[src/rtl/mem_arb_pkg.sv]
// mem_arb_pkg: shared state, port and width constants for the memory arbiter.
package mem_arb_pkg;
  localparam int ADDR_W = 8;
  localparam int DATA_W = 8;
  localparam logic [1:0] IDLE = 2'd0;
  localparam logic [1:0] CMD = 2'd1;
  localparam logic [1:0] RDWAIT = 2'd2;
  localparam logic PORT_A = 1'b0;
  localparam logic PORT_B = 1'b1;
endpackage

[src/rtl/rr_arb2.sv]
// rr_arb2: combinational two-way winner select, round-robin or fixed A priority on ties.
module rr_arb2 import mem_arb_pkg::*; #(
  parameter int FIXED_PRIO = 0
) (
  input  logic req_a,
  input  logic req_b,
  input  logic last,
  output logic win
);
  always_comb win = (req_a && req_b) ? ((FIXED_PRIO != 0) ? PORT_A : ~last) : (req_a ? PORT_A : PORT_B);
endmodule

[src/rtl/mem_arbiter.sv]
// mem_arbiter: serialises two requesters onto one synchronous memory port with registered commands.
module mem_arbiter import mem_arb_pkg::*; #(
  parameter int FIXED_PRIO = 0
) (
  input  logic              CLK,
  input  logic              RST,
  input  logic              a_req,
  input  logic              a_we,
  input  logic [ADDR_W-1:0] a_addr,
  input  logic [DATA_W-1:0] a_wdata,
  input  logic              b_req,
  input  logic              b_we,
  input  logic [ADDR_W-1:0] b_addr,
  input  logic [DATA_W-1:0] b_wdata,
  output logic              a_gnt,
  output logic              b_gnt,
  output logic              a_rvalid,
  output logic              b_rvalid,
  output logic [DATA_W-1:0] a_rdata,
  output logic [DATA_W-1:0] b_rdata,
  output logic              MemRead,
  output logic              MemWrite,
  output logic [ADDR_W-1:0] ADDR,
  output logic [DATA_W-1:0] Data_in,
  input  logic [DATA_W-1:0] mem_dout
);
  logic [1:0] state;
  logic owner, last, win, sel_we;
  logic [ADDR_W-1:0] sel_addr;
  logic [DATA_W-1:0] sel_wdata;
  rr_arb2 #(.FIXED_PRIO(FIXED_PRIO)) u_arb (.req_a(a_req), .req_b(b_req), .last(last), .win(win));
  assign sel_we = win ? b_we : a_we;
  assign sel_addr = win ? b_addr : a_addr;
  assign sel_wdata = win ? b_wdata : a_wdata;
  // MemRead doubles as the read/write flag while in CMD
  always_ff @(posedge CLK) begin
    if (RST) begin
      state <= IDLE;
      owner <= PORT_A;
      last <= PORT_B;
      a_gnt <= 1'b0;
      b_gnt <= 1'b0;
      a_rvalid <= 1'b0;
      b_rvalid <= 1'b0;
      a_rdata <= '0;
      b_rdata <= '0;
      MemRead <= 1'b0;
      MemWrite <= 1'b0;
      ADDR <= '0;
      Data_in <= '0;
    end else begin
      a_gnt <= 1'b0;
      b_gnt <= 1'b0;
      a_rvalid <= 1'b0;
      b_rvalid <= 1'b0;
      case (state)
        IDLE: if (a_req || b_req) begin
          owner <= win;
          last <= win;
          a_gnt <= (win == PORT_A);
          b_gnt <= (win == PORT_B);
          MemWrite <= sel_we;
          MemRead <= ~sel_we;
          ADDR <= sel_addr;
          Data_in <= sel_wdata;
          state <= CMD;
        end
        CMD: begin
          MemRead <= 1'b0;
          MemWrite <= 1'b0;
          state <= MemRead ? RDWAIT : IDLE;
        end
        RDWAIT: begin
          if (owner == PORT_A) begin
            a_rdata <= mem_dout;
            a_rvalid <= 1'b1;
          end else begin
            b_rdata <= mem_dout;
            b_rvalid <= 1'b1;
          end
          state <= IDLE;
        end
        default: state <= IDLE;
      endcase
    end
  end
endmodule

[config.mk]
export PLATFORM = sky130hd
export DESIGN_NAME = mem_arbiter
export DESIGN_NICKNAME = d
export VERILOG_FILES = /design/src/rtl/mem_arb_pkg.sv /design/src/rtl/rr_arb2.sv /design/src/rtl/mem_arbiter.sv
export SDC_FILE = /design/constraint.sdc
export NUM_CORES = 1
export LEC_CHECK = 0
export ABC_AREA = 1
export BUFFER_PORTS_ARGS = -buffer_cell sky130_fd_sc_hd__buf_2
export CELL_PAD_IN_SITES_DETAIL_PLACEMENT = 1
export CELL_PAD_IN_SITES_GLOBAL_PLACEMENT = 1
export CORE_MARGIN = 2
export CORE_UTILIZATION = 33
export CTS_CLUSTER_DIAMETER = 80
export DETAILED_ROUTE_END_ITERATION = 10
export HOLD_SLACK_MARGIN = 0.1
export PLACE_DENSITY = 0.85
export SYNTH_ARGS = -nofsm -noshare
export SYNTH_HDL_FRONTEND = slang
export SYNTH_HIERARCHICAL = 1
export SYNTH_SLANG_ARGS = --single-unit
[constraint.sdc]
create_clock -name CLK -period 1.9 [get_ports CLK]
set_input_delay 0 -clock CLK [delete_from_list [all_inputs] [get_ports CLK]]
set_output_delay 0 -clock CLK [all_outputs]
set_load 0.02 [all_outputs]
======== Yosys cells after proc, flatten, opt, wreduce, memory -nomap -nowiden ========
Index checks and enable logic that the tools add are counted.
storage, ports and cells
  input bits .............................. 46
  register bits after elaboration ......... 42
  logic and storage cells ................. 47
  output and inout bits ................... 38
cells by class
  reduce and logical (&&, ||, !) cells .... 10
  bitwise operators ....................... 7
  equality and inequality tests ........... 3
  multiplexer cells ....................... 14
operator list
  kind                  number
  $mux W8               2
  $reduce_and A2 Y1     4
  $mux W1               7
  $not A1 Y1            7
  $mux W2               2
  $pmux W1 S2           2
  $pmux W2 S2           1
  $reduce_or A3 Y1      1
  $eq A2 B1 Y1 const B  1
  $eq A2 B2 Y1 const B  1
  $logic_not A2 Y1      1
  $ne A2 B2 Y1 const B  1
  $reduce_bool A2 Y1    1
  $reduce_or A2 Y1      1
  $logic_and A1 B1 Y1   1
  $logic_or A1 B1 Y1    1

======== Longest topological paths before layout ========
  word-level depth ........................ 6
  mapped depth ............................ 9
  gate-level depth less buffers ........... 9

======== Cells and area by module ========
The synthesis kept the hierarchy.
by module, submodules not included
  module       cells an instance  area each (um^2)  times used  seq. area each (um^2)
  mem_arbiter  258                1767.9            1           840.8
  rr_arb2      3                  11.3              1           0.0

======== Worst setup path before layout ========
Ideal clock, no wire load.
  path kind ............................... flip-flop to flip-flop
  start ................................... register last
  end ..................................... register MemRead
  setup slack ............................. 0.880 ns
  required time ........................... 1.787 ns
  stages on the path, launching flop included .. 10
  arrival ................................. 0.908 ns
  path buffers ............................ 1
  path through ............................ dfxtp_1 > inv_1 > nand2_1 > nand2_1 > buf_2 > nand2_1 > nand2_1 > inv_1 > nor2_1 > nor2_1
on the way
  word-level cells in the longest chain between the ends .. 6
RTL lines
  element                   line               text
  start: declaration        mem_arbiter.sv:28  logic owner, last, win, sel_we;
  start signal: assignment  mem_arbiter.sv:59  last <= win;
  $not A1 Y1                rr_arb2.sv:10      always_comb win = (req_a && req_b) ? ((FIXED_PRIO != 0) ? PORT_A : ~last) : (req_a ? PORT_A : PORT_B);
  $mux W1                   rr_arb2.sv:10
  via win                   mem_arbiter.sv:28
  $mux W1                   mem_arbiter.sv:32  assign sel_we = win ? b_we : a_we;
  $not A1 Y1                mem_arbiter.sv:63  MemRead <= ~sel_we;
  $mux W1                   mem_arbiter.sv:57  IDLE: if (a_req || b_req) begin
  $pmux W1 S2               mem_arbiter.sv:56  case (state)
  end signal: assignment    mem_arbiter.sv:63
  end: declaration          mem_arbiter.sv:21  output logic MemRead,
The timed path passes the listed nets, and every way through them passes these cells. The select of a mux whose other input is x is not followed.
A chain may end at the register's enable or synchronous reset.

======== Worst setup path after layout ========
  start ................................... register last
  end ..................................... register MemWrite
on the way
  word-level cells in the longest chain between the ends .. 5
RTL lines
  element                 line               text
  $not A1 Y1              rr_arb2.sv:10
  $mux W1                 rr_arb2.sv:10
  via win                 mem_arbiter.sv:28
  $mux W1                 mem_arbiter.sv:32
  $mux W1                 mem_arbiter.sv:57
  $pmux W1 S2             mem_arbiter.sv:56
  end signal: assignment  mem_arbiter.sv:62  MemWrite <= sel_we;
  end: declaration        mem_arbiter.sv:22  output logic MemWrite,
The timed path passes the listed nets, and every way through them passes these cells. The select of a mux whose other input is x is not followed.

==> results.py <==
metrics = {
    "status": {
        "status": "complete, no violations",
    },
    "clock_network": {
        "clkSinkCount": 42,
        "cts_root_buf": "clkbuf_8",
        "worstSkewPairLatency_ns": 0.30,
        "cts.path.max_buffers": 2,
        "htree_levels": 2,
        "numCtsBuffers": 5,
        "clkSlewWorstSetupHoldPaths_ns": 0.09,
        "cts_tree": "built",
    },
    "finish": {
        "num-fill-cells": 676,
        "drive_gt1_frac": 0.262,
        "fin_nets": 430,
        "area.sequential_um2": 841,
        "areaGrowthSynthToFinish_pct": 58.3,
        "instances_no_fill": 455,
        "antenna-diode-count": 0,
        "utilization": 0.548,
        "multi_input_area_um2": 796,
    },
    "sta": {
        "finalSetupViolCount": 0,
        "skew_ns": 0.0124,
        "relSlewSlack": 0.764,
        "rsz0062_at_grt": "yes",
        "hold_viol": 0,
        "fmax_mhz": 550,
        "finalCriticalPeriod_ns": 1.82,
        "finalMaxSlewViolations": 0,
        "min_period_over_period": 0.956,
        "tightest_slew_ns": 0.352,
    },
    "power": {
        "power_density_nw_per_um2": 818,
        "sw_frac_of_total": 0.269,
        "p_int_mw": 1.69,
        "total_power_mw": 2.31,
        "p_sw_mw": 0.619,
        "leakage_nw": 1.55,
        "p_clk_frac": 0.384,
        "ir_drop_uv": 415,
        "pwr-share-comb": 0.197,
        "sequentialPowerShare": 0.419,
    },
    "setup_path": {
        "r2r_slack_ns": 0.08,
        "cp-endpoint": "MemWrite$_SDFFE_PP0P_",
        "cp-startpoint": "last$_SDFFE_PP1P_",
        "endpoint_kind": "register",
        "path_class": "reg -> reg",
        "timing.rr.start": "last$_SDFFE_PP1P_",
        "required_ns": 2.10,
        "regToRegEndpoint": "MemWrite$_SDFFE_PP0P_",
        "r2r.worst_path.cells": 9,
        "worstPathMaxFanout": 15,
        "arrival_ns": 2.01,
        "critPathLaunchType": "register",
    },
    "logic_synthesis": {
        "synth_area_leaders": "dfxtp_1 (47%), nand2_1 (26%), nand3_1 (5.6%)",
        "synth_cells": 261,
        "syn_nets": 307,
        "syn_area_per_cell_um2": 6.82,
        "yosysTopAreaCellShare": 0.473,
        "yosysWarnings": 6,
        "synthDistinctLibCells": 17,
        "ys_seq_area_frac": 0.473,
        "ys_seq_elements": 42,
        "yosys.area.top_type": "dfxtp_1",
        "synth.cell_area_um2": 1780,
    },
    "floorplanning": {
        "io_pins": 84,
        "dieArea_um2": 5990,
        "die_h_um": 77.4,
        "die_w_um": 77.4,
        "start_util": 0.346,
        "row_count": 26,
        "core_um2": 5140,
    },
    "detailed_routing": {
        "wl_mm": 6.98,
        "drc": 0,
        "ant_nets": 0,
        "vias": 2163,
        "avgViaCountPerCell": 4.75,
        "routedWlPerCell_um": 15.3,
        "firstDrtPassIters": 4,
        "drt_iter0_drc": 85,
    },
    "hold_path": {
        "hold_class": "in -> reg",
    },
    "placed_design": {
        "place.gp.congestion": 0.812,
        "hpwl_mm": 3.75,
        "dp_cells": 404,
        "io_buffers": 83,
    },
    "global_routing": {
        "gr-usage-all-layers": 0.246,
        "grt_overflow": 0,
        "grt_start_max_net_pins": 21,
        "antenna_found_initial": 0,
        "grt_first_pass_wirelength_mm": 11.6,
        "grt_pass1_vias": 2391,
    },
    "run": {
        "drv_cap": 0,
    },
}
==> per-layer routing <==
layer / vias up / GRT usage / wire (um)
li1: 1052 / - / -
met1: 1013 / 0.263 / 2830
met2: 88 / 0.470 / 3660
met3: 10 / 0.0674 / 387
met4: 0 / 0.0714 / 100
met5: - / 0 / 0
==> kinds of logic after synthesis <==
| family | after synthesis | synth area share |
|---|---|---|
| compound gates | 9 | 0.0267 |
| buf+inv | 32 | 0.0816 |
| flops | 42 | 0.473 |
| simple gates | 178 | 0.419 |
==> cell usage after synthesis (all sizes together) <==
library cell and number:
a21boi 1, a21oi 8, buf 11, clkbuf 3, dfxtp 42, inv 18
nand2 122, nand3 21, nand3b 1, nand4 8, nor2 26
==> cells in the final DEF, fill, tap and decap left out <==
master         synthesis  routed
inv_1                 17      17
nand2_1              121     120
nor2_1                25      25
nand4_1                8       8
nand3_2                1       1
nand2_2                1       2
buf_2                  8      83
buf_4                  2       3
bufinv_16              0       2
buf_6                  1       1
dfxtp_1               42      42
clkbuf_8               0       6
a21boi_0               1       1
nand3b_2               1       1
nor2_8                 1       1
dlygate4sd3_1          0      43
inv_4                  0       1
a21oi_1                8       8
nand3_1               20      20
==> area by class of cell <==
| class | instances | share of cell area |
|---|---|---|
| clock buffer | 6 | 0.0293 |
| clock inverter | 2 | 0.0213 |
| inverter | 18 | 0.0249 |
| multi-input combinational | 187 | 0.283 |
| sequential | 42 | 0.299 |
| tap | 70 | 0.0311 |
| timing repair buffer | 130 | 0.312 |
==> worst min path at each step <==
stage	startpoint	endpoint	cells past startpoint
floorplan	mem_dout[0]	a_rdata[0]$_SDFFE_PP0P_	2
global placement	mem_dout[4]	a_rdata[4]$_SDFFE_PP0P_	3
detailed placement	mem_dout[4]	a_rdata[4]$_SDFFE_PP0P_	3
CTS	b_we	MemRead$_SDFFE_PP0P_	6
global route	a_req	MemWrite$_SDFFE_PP0P_	5
finish	a_req	owner$_SDFFE_PP0P_	4
==> timing repair <==
action / in CTS / in global routing
resized for setup: 0 / 4
hold endpoints to repair: 35 / 0
endpoints found under the setup margin: 0 / 17
setup buffers: 0 / 0
hold buffers: 43 / 0
==> state kept, by name, summed over array words and instances, names as in the netlist <==
name / cells
Data_in: 8
a_rdata: 8
b_rdata: 8
b_gnt: 1
b_rvalid: 1
MemWrite: 1
owner: 1
ADDR: 8
state: 2
MemRead: 1
a_gnt: 1
a_rvalid: 1
last: 1
==> power groups by stage <==
stage	clock, mW	sequential (mW)	combinational [mW]
4_1_cts	0.901	0.960	0.424
6_report	0.886	0.965	0.454
5_1_grt	0.947	0.969	0.495
2_1_floorplan	0	1.03	0.159
3_3_place_gp	0	0.979	0.328
3_5_place_dp	0	0.980	0.334
==> worst max-delay path, stage by stage (launching register included) <==
cell and delay (ns):
dfxtp_1 0.36, inv_1 0.06, nand2_1 0.07, nand2_2 0.12
buf_6 0.19, nand2_1 0.09, nand2_1 0.08, dlygate4sd3_1 0.58
nand3_1 0.10, nand2_1 0.05
==> stage by stage <==
step / TNS, ns / instance area, um^2 / hold WS [ns] / setup slack [ns]
2_1_floorplan: 0 / 1780 / 0.135 / 0.880
3_3_place_gp: 0 / 2230 / 0.252 / 0.619
4_1_cts: 0 / 2810 / 0.116 / 0.112
6_report: 0 / 2820 / 0.171 / 0.0831
5_1_grt: -0.00471 / 2820 / 0.167 / -0.00471
3_5_place_dp: 0 / 2230 / 0.256 / 0.592
Note: power is estimated with default switching activity, not from simulation.
